<file path="config.mk">
export PLATFORM = sky130hd
export DESIGN_NAME = display_mem_arbiter_flat
export DESIGN_NICKNAME = d
export VERILOG_FILES = /design/src/rtl/display_mem_arbiter_if.sv /design/src/rtl/display_mem_arbiter.sv /design/src/flat_wrapper.sv
export SDC_FILE = /design/constraint.sdc
export NUM_CORES = 1
export LEC_CHECK = 0
export ABC_AREA = 1
export CAP_MARGIN = 5
export CORE_ASPECT_RATIO = 2
export CORE_MARGIN = 8
export CORE_UTILIZATION = 45
export CTS_BUF_LIST = sky130_fd_sc_hd__clkbuf_2 sky130_fd_sc_hd__clkbuf_4 sky130_fd_sc_hd__clkbuf_8
export DETAILED_ROUTE_END_ITERATION = 10
export GPL_ROUTABILITY_DRIVEN = 0
export GPL_TIMING_DRIVEN = 1
export PLACE_DENSITY_LB_ADDON = 0.25
export SLEW_MARGIN = 40
export SYNTH_ARGS = -nofsm -noshare
export SYNTH_HDL_FRONTEND = slang
export SYNTH_SLANG_ARGS = --single-unit
export TNS_END_PERCENT = 100
</file>
<file path="constraint.sdc">
create_clock -name clk -period 1.6 [get_ports clk]
set_input_delay 0.4 -clock clk [delete_from_list [all_inputs] [get_ports clk]]
set_output_delay 0.4 -clock clk [all_outputs]
set_load 0.03 [all_outputs]
</file>
<file path="src/rtl/display_mem_arbiter_if.sv">
// ----------------------------------------------------------------------------
// display_mem_arbiter_if
// Read bus between the display memory arbiter and the single-port sprite ROM.
//
//   rom_en    arbiter -> ROM   read enable, one word per cycle
//   rom_addr  arbiter -> ROM   read address
//   rom_data  ROM -> arbiter   read data, ROM_LAT cycles after rom_en
//
// Modports: master = arbiter side, slave = ROM side.
// ----------------------------------------------------------------------------
interface display_mem_arbiter_if #(
    parameter int AW = 17,
    parameter int DW = 12
);
    logic          rom_en;
    logic [AW-1:0] rom_addr;
    logic [DW-1:0] rom_data;

    modport master (output rom_en, output rom_addr, input  rom_data);
    modport slave  (input  rom_en, input  rom_addr, output rom_data);
endinterface

</file>
<file path="src/rtl/display_mem_arbiter.sv">
// ----------------------------------------------------------------------------
// display_mem_arbiter
// Shares one single-port sprite ROM between the display layers
// (0 = mouse, 1 = card, 2 = button). On every pix_en it snapshots the
// layers' addresses, reads them back-to-back in ascending index order and
// publishes all returned pixels together at the following pix_en.
//
// Ports:
//   clk         system clock (100 MHz)
//   rst         asynchronous, active-low reset
//   pix_en      one-cycle strobe per pixel period
//   req_valid   requester i needs a word for the coming pixel
//   req_addr    requester addresses, slice [i*AW +: AW]
//   rom         ROM read bus (display_mem_arbiter_if.master)
//   pix_valid   published word i is valid
//   pix_data    published words, slice [i*DW +: DW]
//   pix_strobe  one-cycle pulse when pix_valid/pix_data update
//   busy        a snapshot is still being served
//   overrun     one-cycle pulse: pix_en arrived while busy
//   overrun_cnt saturating overrun count (only with DISP_ARB_OVERRUN_CNT_EN)
//
// Optional feature macro: DISP_ARB_OVERRUN_CNT_EN
// ----------------------------------------------------------------------------
module display_mem_arbiter #(
    parameter int NREQ    = 3,
    parameter int AW      = 17,
    parameter int DW      = 12,
    parameter int ROM_LAT = 1
) (
    input  logic                 clk,
    input  logic                 rst,
    input  logic                 pix_en,
    input  logic [NREQ-1:0]      req_valid,
    input  logic [NREQ*AW-1:0]   req_addr,
    display_mem_arbiter_if.master rom,
    output logic [NREQ-1:0]      pix_valid,
    output logic [NREQ*DW-1:0]   pix_data,
    output logic                 pix_strobe,
    output logic                 busy,
    output logic                 overrun
`ifdef DISP_ARB_OVERRUN_CNT_EN
    ,
    output logic [15:0]          overrun_cnt
`endif
);

    localparam int IW = (NREQ > 1) ? $clog2(NREQ) : 1;

    typedef enum logic [1:0] {IDLE, ISSUE, DRAIN} state_t;

    state_t              state_q, state_d;
    logic [NREQ-1:0]     pend_q, pend_d;      // snapshot indices not yet read
    logic [NREQ*AW-1:0]  sh_addr_q;           // snapshot addresses
    logic [NREQ-1:0]     res_valid_q, res_valid_d;
    logic [NREQ*DW-1:0]  res_data_q, res_data_d;
    logic [ROM_LAT-1:0]  tag_v_q;             // tag shift register, aligned to rom_data
    logic [IW-1:0]       tag_idx_q [ROM_LAT];
    logic [AW-1:0]       rom_addr_q;

    logic                issue;
    logic [IW-1:0]       issue_idx;
    logic [AW-1:0]       issue_addr;
    logic [NREQ-1:0]     issue_mask;
    logic                ret;
    logic                older_inflight;
    logic                last_ret;
    logic                over;

    // NOTE: every always_comb output gets a default before any branch, so no
    // path can leave a variable unassigned and infer a latch.
    always_comb begin
        issue_idx  = '0;
        issue_addr = '0;
        issue_mask = '0;
        // Descending scan so the lowest pending index wins.
        for (int i = NREQ - 1; i >= 0; i--) begin
            if (pend_q[i]) begin
                issue_idx     = IW'(i);
                issue_addr    = sh_addr_q[i*AW +: AW];
                issue_mask    = '0;
                issue_mask[i] = 1'b1;
            end
        end

        issue        = (state_q == ISSUE);
        rom.rom_en   = issue;
        rom.rom_addr = issue ? issue_addr : rom_addr_q;

        ret            = tag_v_q[ROM_LAT-1];
        older_inflight = 1'b0;
        for (int i = 0; i < ROM_LAT - 1; i++) begin
            older_inflight = older_inflight | tag_v_q[i];
        end
        // A pixel period that ends exactly as the final word returns is on time.
        last_ret = (state_q == DRAIN) && ret && !older_inflight;
        over     = pix_en && (state_q != IDLE) && !last_ret;
        busy     = (state_q != IDLE);

        // Returning word is merged here so a same-cycle pix_en publishes it.
        res_valid_d = res_valid_q;
        res_data_d  = res_data_q;
        for (int i = 0; i < NREQ; i++) begin
            if (ret && (tag_idx_q[ROM_LAT-1] == IW'(i))) begin
                res_valid_d[i]          = 1'b1;
                res_data_d[i*DW +: DW]  = rom.rom_data;
            end
        end

        state_d = state_q;
        pend_d  = pend_q;
        if (issue) begin
            pend_d = pend_q & ~issue_mask;
        end
        case (state_q)
            ISSUE:   if (pend_d == '0) state_d = DRAIN;
            DRAIN:   if (last_ret)     state_d = IDLE;
            default: state_d = state_q;
        endcase
        // A new snapshot overrides whatever was in progress.
        if (pix_en) begin
            pend_d  = req_valid;
            state_d = (req_valid != '0) ? ISSUE : IDLE;
        end
    end

    // NOTE: sequential state uses non-blocking assignments only, so every
    // register samples the pre-edge values regardless of statement order.
    always_ff @(posedge clk or negedge rst) begin
        if (!rst) begin
            state_q     <= IDLE;
            pend_q      <= '0;
            sh_addr_q   <= '0;
            res_valid_q <= '0;
            res_data_q  <= '0;
            tag_v_q     <= '0;
            for (int i = 0; i < ROM_LAT; i++) tag_idx_q[i] <= '0;
            rom_addr_q  <= '0;
            pix_valid   <= '0;
            pix_data    <= '0;
            pix_strobe  <= 1'b0;
            overrun     <= 1'b0;
        end else begin
            state_q    <= state_d;
            pend_q     <= pend_d;
            pix_strobe <= pix_en;
            overrun    <= over;
            if (issue) rom_addr_q <= issue_addr;

            // pix_en discards all in-flight tags; their returns are never written.
            if (pix_en) begin
                tag_v_q <= '0;
            end else begin
                for (int i = ROM_LAT - 1; i > 0; i--) begin
                    tag_v_q[i]   <= tag_v_q[i-1];
                    tag_idx_q[i] <= tag_idx_q[i-1];
                end
                tag_v_q[0]   <= issue;
                tag_idx_q[0] <= issue_idx;
            end

            res_data_q <= res_data_d;
            if (pix_en) begin
                pix_valid   <= res_valid_d;
                pix_data    <= res_data_d;
                res_valid_q <= '0;
                sh_addr_q   <= req_addr;
            end else begin
                res_valid_q <= res_valid_d;
            end
        end
    end

`ifdef DISP_ARB_OVERRUN_CNT_EN
    always_ff @(posedge clk or negedge rst) begin
        if (!rst) begin
            overrun_cnt <= '0;
        end else if (over && (overrun_cnt != 16'hFFFF)) begin
            overrun_cnt <= overrun_cnt + 16'd1;
        end
    end
`endif

endmodule

</file>
<file path="src/flat_wrapper.sv">
// flat-port wrapper written by rule: the top's interface ports become plain ports
module display_mem_arbiter_flat 
#(
    parameter int NREQ    = 3,
    parameter int AW      = 17,
    parameter int DW      = 12,
    parameter int ROM_LAT = 1
)
  (clk, rst, pix_en, req_valid, req_addr, pix_valid, pix_data, pix_strobe, busy, overrun, rom_rom_en, rom_rom_addr, rom_rom_data);
  display_mem_arbiter_if #(.AW(AW), .DW(DW)) rom_i ();
  input  logic clk;
  input  logic rst;
  input  logic pix_en;
  input  logic [NREQ-1:0] req_valid;
  input  logic [NREQ*AW-1:0] req_addr;
  output logic [NREQ-1:0] pix_valid;
  output logic [NREQ*DW-1:0] pix_data;
  output logic pix_strobe;
  output logic busy;
  output logic overrun;
  output wire logic [$bits(rom_i.rom_en)-1:0] rom_rom_en;
  output wire logic [$bits(rom_i.rom_addr)-1:0] rom_rom_addr;
  input wire logic [$bits(rom_i.rom_data)-1:0] rom_rom_data;
  assign rom_rom_en = rom_i.rom_en;
  assign rom_rom_addr = rom_i.rom_addr;
  assign rom_i.rom_data = rom_rom_data;
  display_mem_arbiter #(.NREQ(NREQ), .AW(AW), .DW(DW), .ROM_LAT(ROM_LAT)) u_core (.clk(clk), .rst(rst), .pix_en(pix_en), .req_valid(req_valid), .req_addr(req_addr), .rom(rom_i), .pix_valid(pix_valid), .pix_data(pix_data), .pix_strobe(pix_strobe), .busy(busy), .overrun(overrun));
endmodule
</file>
==> impl_metrics.csv, run 1 <==
group,metric,value,unit
place,place_area,0.00796,sq mm
cells_and_area,fin_nets,895,
cts,clk_pin_slew,0.09,ns
global_routing,grt_overflow,0,
drt,wl_per_cell,16.0,microns
critical_path,worst_setup_path_start_kind,"flip-flop",
critical_path,r2r_start,"u_core.state_q[1]$_DFFE_PN0P_",
sta,slew_headroom,0.705,
logic_synthesis,netlist_instances,678,
cts,clock_latency,0.45,ns
floorplan,fp.dieW,99.5,microns
cells_and_area,area_growth_syn_to_layout,40.4,%
floorplan,ios,129,
global_routing,grtUsageTotal,0.182,
cells_and_area,antenna_cells,0,
drt,ant_nets,0,
critical_path,ff2ff_setup_slack,0.10,ns
cts,cts_htree_levels,4,
sta,tightest_slew,0.442,ns
floorplan,core,0.0137,sq mm
logic_synthesis,synth_area_leader_cell,"dfrtp_1",
drt,drcViolationCount,0,
global_routing,grt_max_degree,102,
drt,drtPass1Iterations,4,
critical_path,cp-startpoint,"u_core.pend_q[1]$_DFF_PN0_",
cts,root_buffer,"clkbuf_8",
cts,cts_tree,"done",
drt,num_vias,5014,
cts,clk_path_buf_depth,2,
flow_run,cap_violations,0,
logic_synthesis,synth-main-ff-cell,"dfrtp_1",
floorplan,num_rows,61,
critical_path,cp_max_fo,11,
logic_synthesis,synth.most_common_cell,"nand2_1",
floorplan,die_h,183,microns
sta,layout_setup_ws,-0.432,ns
outcome,status,"finished with violations",
logic_synthesis,synth_edf_count,0,
min_path,hold_path.class,"in2async",
logic_synthesis,synth.avg_cell_area,9.26,sq um
cells_and_area,final_util,0.642,
critical_path,worstSetupEndpointType,"output pin",
sta,finalMaxSlewViolations,0,
logic_synthesis,syn-cell-area,0.00628,sq mm
sta,finClkSkew,0.0148,ns
cells_and_area,final-seq-area,0.00390,sq mm
sta,setup_tns,-7.23,ns
power,irDropWorstVdd,0.000871,V
critical_path,cp.required,1.20,ns
logic_synthesis,yosysTopAreaCellShare,0.622,
floorplan,initial_core_util,0.457,
cells_and_area,final_area,0.00881,sq mm
logic_synthesis,synth-seq-area-share,0.622,
logic_synthesis,synth_area_leaders,"dfrtp_1, nand2_1, o21ai_0, inv_1, o21ai_2",
place,place_hpwl,10.6,mm
cts,cts_made_buffers,17,
drt,viasPerCell,5.03,
power,p_leak,4.24,nW
logic_synthesis,synth_warnings,0,
critical_path,crit_arrival,1.63,ns
sta,setup_viol,19,
logic_synthesis,synth_nets,747,
outcome,failed_checks,"negative setup slack",
global_routing,antenna_found_initial,0,
drt,top_layer_used,"met4",
drt,wirelength,15.9,mm
place,port_buffers,128,
cells_and_area,drive_gt1_frac,0.257,
drt,drtIter0Drc,203,
cells_and_area,fill_cells,1138,
sta,hold_ws,0.340,ns
drt,routed-wl-met3,878,microns
critical_path,critical_path_class,"reg2out",
cells_and_area,multi_input_area,0.00227,sq mm
global_routing,grt_pass1_vias,5343,
global_routing,grt_pass1_wl,26.6,mm
logic_synthesis,yosysUniqueCellTypes,25,
drt,routed-wl-met2,7.71,mm
logic_synthesis,async_flop_share,1.00,
sta,rsz0062_at_grt,"true",
cts,cts.sinks,156,
sta,min_period,2.03,ns
sta,final-hold-violation-count,0,
logic_synthesis,synth.ff_latch_count,156,
power,p_per_area,1570,mW/mm^2
floorplan,dieArea,0.0182,sq mm
drt,wl_met1,7.14,mm
sta,period_share,1.27,
sta,fmax,492,MHz
logic_synthesis,synth_commonest_cells,"nand2_1, dfrtp_1, inv_1",
==> state kept, by name, summed over array words and instances (netlist names) <==
signal	cells
u_core.pend_q	3
u_core.state_q	2
u_core.res_data_q	36
u_core.ret	1
u_core.overrun	1
u_core.pix_valid	3
u_core.res_valid_q	3
u_core.pix_data	36
u_core.pix_strobe	1
u_core.tag_idx_q	2
u_core.sh_addr_q	51
u_core.rom_addr_q	17
==> per-stage QoR <==
stage | power [W] | setup slack, ns | std cells
after global placement | 0.0105 | -0.0235 | 955
after CTS | 0.0139 | -0.473 | 993
after detailed placement | 0.0106 | -0.0708 | 955
after global routing | 0.0147 | -0.527 | 996
after floorplan | 0.00861 | -0.0454 | 678
final | 0.0139 | -0.432 | 996
==> layout make-up <==
cell class / instances / share of cell area
Sequential cell: 156 / 0.443
Multi-Input combinational cell: 411 / 0.257
Timing Repair Buffer: 163 / 0.197
Inverter: 76 / 0.0332
Clock buffer: 17 / 0.0265
Tap cell: 157 / 0.0223
Clock inverter: 15 / 0.0197
Timing Repair inverter: 1 / 0.000710
==> critical path, cell delays in order, from the launching register on <==
cell and delay (ns):
dfrtp_1 0.40, inv_2 0.11, nand2_4 0.07, buf_12 0.15
o221ai_2 0.14, nand2_1 0.11, nand2_4 0.07, buf_6 0.13
==> logic make-up (layout without fill, tap and decap cells) <==
kind of cell    count (synthesis)  count (layout)  share of synthesized area
flops                         156             156                      0.622
buf+inv                       111             272                     0.0765
simple gates                  274             274                      0.170
compound gates                137             137                      0.132
==> cell usage in the layout, fill, tap and decap left out, types with 12 or more instances in the layout <==
master	Yosys	routed
nand2_4	0	14
o21ai_0	64	63
clkdlybuf4s50_1	0	66
buf_4	3	19
dfrtp_1	156	156
nand2_2	1	12
clkdlybuf4s15_2	0	36
o21ai_2	18	19
buf_6	4	25
o221ai_2	0	13
nand2_1	256	231
inv_1	72	71
clkbuf_8	0	17
==> timing repair <==
action                                 CTS  global route
gates cloned                             0             1
endpoints found under the hold margin   24             0
pin swaps                               20            10
hold buffers                             1             0
setup endpoints to repair               60            26
gates resized for setup                180            30
setup buffers                            6             3
==> routing by layer <==
layer | vias to the layer above | GRT usage
li1 | 2448 | -
met1 | 2424 | 0.238
met2 | 131 | 0.283
met3 | 11 | 0.0528
met4 | 0 | 0.0561
met5 | - | 0
==> power by group <==
part | total (W) | switching, W | leakage (nW) | internal, W
clock network | 0.00292 | 0.00173 | 0.200 | 0.00120
logic | 0.00538 | 0.00322 | 2.14 | 0.00216
registers | 0.00556 | 0.000456 | 1.90 | 0.00511
total | 0.0139 | 0.00540 | 4.24 | 0.00846
==> final timing paths <==
check	to	cells past startpoint
worst max-delay path	rom_rom_addr[6]	7
worst min-delay path	u_core.pix_data[6]$_DFFE_PN0P_	2
worst max register to register	u_core.state_q[0]$_DFFE_PN0P_	10
worst min register to register	u_core.res_data_q[30]$_DFF_PN0_	2
max in group asynchronous	u_core.sh_addr_q[12]$_DFFE_PN0P_	3
min in group clk	u_core.pend_q[1]$_DFF_PN0_	4
No activity file was read; power rests on OpenSTA's default activity.
==> run 2: changes to the inputs <==
--- a/config.mk
+++ b/config.mk
@@ -10,7 +10,7 @@
 export CORE_ASPECT_RATIO = 2
 export CORE_MARGIN = 8
 export CORE_UTILIZATION = 45
-export CTS_BUF_LIST = sky130_fd_sc_hd__clkbuf_2 sky130_fd_sc_hd__clkbuf_4 sky130_fd_sc_hd__clkbuf_8
+export CTS_BUF_LIST = sky130_fd_sc_hd__clkbuf_16
 export DETAILED_ROUTE_END_ITERATION = 10
 export GPL_ROUTABILITY_DRIVEN = 0
 export GPL_TIMING_DRIVEN = 1
==> impl_metrics.csv, run 2 (synthesis gave the netlist of run 1 again) <==
group,metric,value,unit
cts,root_buffer,"clkbuf_16",
place,place_area,0.00796,sq mm
drt,drtPass1Iterations,4,
power,p_leak,4.31,nW
critical_path,rr_endpoint,"u_core.state_q[0]$_DFFE_PN0P_",
cts,cts_made_buffers,17,
cts,clk_pin_slew,0.07,ns
global_routing,grt_pass1_wl,26.5,mm
drt,num_vias,4982,
drt,drcViolationCount,0,
floorplan,dieArea,0.0182,sq mm
critical_path,r2r_start,"u_core.pend_q[0]$_DFF_PN0_",
cells_and_area,fill_cells,1112,
drt,ant_nets,0,
sta,fmax,494,MHz
sta,period_share,1.26,
critical_path,cp-startpoint,"u_core.pend_q[1]$_DFF_PN0_",
critical_path,critical_path_class,"reg2out",
critical_path,critical_path.endpoint,"rom_rom_addr[4]",
critical_path,ff2ff_setup_slack,0.17,ns
critical_path,worst_setup_path_start_kind,"flip-flop",
critical_path,path_common_cell,"nand2_4",
power,clockPowerShare,0.270,
floorplan,ios,129,
drt,wl_per_cell,15.9,microns
floorplan,fp.dieW,99.5,microns
critical_path,worstSetupEndpointType,"output pin",
place,post-place-ws,-0.0708,ns
min_path,hold_path.class,"in2async",
floorplan,core,0.0137,sq mm
outcome,failed_checks,"negative setup slack",
global_routing,antenna_found_initial,0,
cells_and_area,final_cell_mix,"nand2_1, dfrtp_1, inv_1, clkdlybuf4s50_1, o21ai_0",
sta,final-hold-violation-count,0,
power,pwr-share-seq,0.377,
cts,cts_tree,"done",
cells_and_area,largest-register,"u_core.sh_addr_q",
power,irDropWorstVdd,0.000998,V
floorplan,initial_core_util,0.457,
power,p_comb_frac,0.353,
sta,min_period,2.02,ns
drt,viasPerCell,5.02,
critical_path,slowest_delay,0.39,ns
cells_and_area,drive_gt1_frac,0.212,
cells_and_area,reg_top3,"u_core.sh_addr_q (51), u_core.pix_data (36), u_core.res_data_q (36)",
flow_run,cap_violations,0,
power,p_per_area,1660,mW/mm^2
drt,drtIter0Drc,268,
critical_path,cp.required,1.20,ns
cells_and_area,final_common_cell,"nand2_1",
floorplan,num_rows,61,
place,place_hpwl,10.6,mm
cts,clk_path_buf_depth,2,
cells_and_area,antenna_cells,0,
sta,slew_headroom,0.736,
sta,finalMaxSlewViolations,0,
place,port_buffers,128,
critical_path,crit_arrival,1.62,ns
outcome,status,"finished with violations",
sta,rsz0062_at_grt,"true",
cts,cts.sinks,156,
drt,wirelength,15.8,mm
power,switching_share,0.373,
cts,clock_latency,0.42,ns
global_routing,grt_max_degree,102,
cells_and_area,layoutNonFillerInstCount,992,
place,placedCellCount,955,
global_routing,grtUsageTotal,0.181,
sta,setup_viol,19,
cells_and_area,largest_reg_flops,51,
critical_path,cp_max_fo,11,
cts,cts_htree_levels,4,
critical_path,critPathSlowestCell,"dfrtp_1",
global_routing,grt_overflow,0,
sta,tightest_slew,0.396,ns
sta,layout_setup_ws,-0.422,ns
power,internal_power,0.00925,W
floorplan,die_h,183,microns
critical_path,ff2ff_path_depth,8,
critical_path,crit_path_cell_trace,"inv_2 -> nand2_4 -> buf_12 -> o221ai_2 -> nand2_1 -> nand2_4 -> buf_6",
sta,finClkSkew,0.00962,ns
cells_and_area,final_area,0.00889,sq mm
global_routing,grt_pass1_vias,5264,
cells_and_area,area_growth_syn_to_layout,41.6,%
cells_and_area,fin_nets,891,
power,switching_power,0.00551,W
run 2: cell count changes in the layout (fill, tap and decap cells not counted), sizes merged:
cell,delta
clkdlybuf4s15,-11
dlygate4sd2,+8
clkbuf,+6
inv,-1
buf,-6
run 2: worst min path at each step:
stage / cells past startpoint / end / from / slack, ns
after detailed placement: 1 / u_core.pix_data[6]$_DFFE_PN0P_ / rst / 0.24
after global placement: 1 / u_core.res_data_q[7]$_DFF_PN0_ / rst / 0.24
after floorplan: 0 / u_core.overrun$_DFF_PN0_ / rst / 0.10
final: 2 / u_core.pix_data[6]$_DFFE_PN0P_ / rst / 0.37
after CTS: 2 / u_core.pix_data[6]$_DFFE_PN0P_ / rst / 0.35
after global routing: 2 / u_core.pix_data[6]$_DFFE_PN0P_ / rst / 0.39
run 2: power by group through the flow:
stage          Combinational [W]  Clock, W  Sequential (W)
2_1_floorplan            0.00232         0         0.00628
3_3_place_gp             0.00493         0         0.00560
3_5_place_dp             0.00502         0         0.00563
4_1_cts                  0.00520   0.00406         0.00556
5_1_grt                  0.00568   0.00423         0.00568
6_report                 0.00521   0.00398         0.00556
run 2: area by class of cell:
class / count / area, sq um / share of cell area
clock buffers: 17 / 425 / 0.0479
multi-input cells: 411 / 2240 / 0.252
flip-flops and latches: 156 / 3910 / 0.439
well taps: 157 / 196 / 0.0221
repair buffers: 160 / 1660 / 0.186
inverters: 76 / 293 / 0.0329
clock inverters: 15 / 174 / 0.0196
run 2: repair_timing:
item	in CTS	in global routing
endpoints found under the hold margin	10	0
setup endpoints to repair	60	49
setup buffers	5	0
gates resized for setup	114	44
pin swaps	18	3
hold buffers	1	0
cloned	0	0
run 2: metrics by stage:
step | utilization | hold slack (ns) | total power [W] | TNS, ns
floorplan | - | 0.104 | 0.00861 | -0.539
global placement | 0.580 | 0.238 | 0.0105 | -0.0339
detailed placement | 0.580 | 0.240 | 0.0106 | -0.174
CTS | 0.643 | 0.354 | 0.0148 | -7.21
global route | 0.647 | 0.389 | 0.0156 | -8.50
finish | 0.647 | 0.367 | 0.0148 | -7.07
run 2: layer usage:
metal	wire, microns	global-route usage
met1	7220	0.243
met2	7460	0.279
met3	880	0.0448
met4	246	0.0635
met5	0	0
run 2: worst max-delay path, delay by kind of cell (launching register included):
family                 cells  cell delay (ns)
DFF                        1             0.39
and+or+nand+nor            3             0.26
buffers and inverters      3             0.40
AOI/OAI and AO/OA          1             0.14
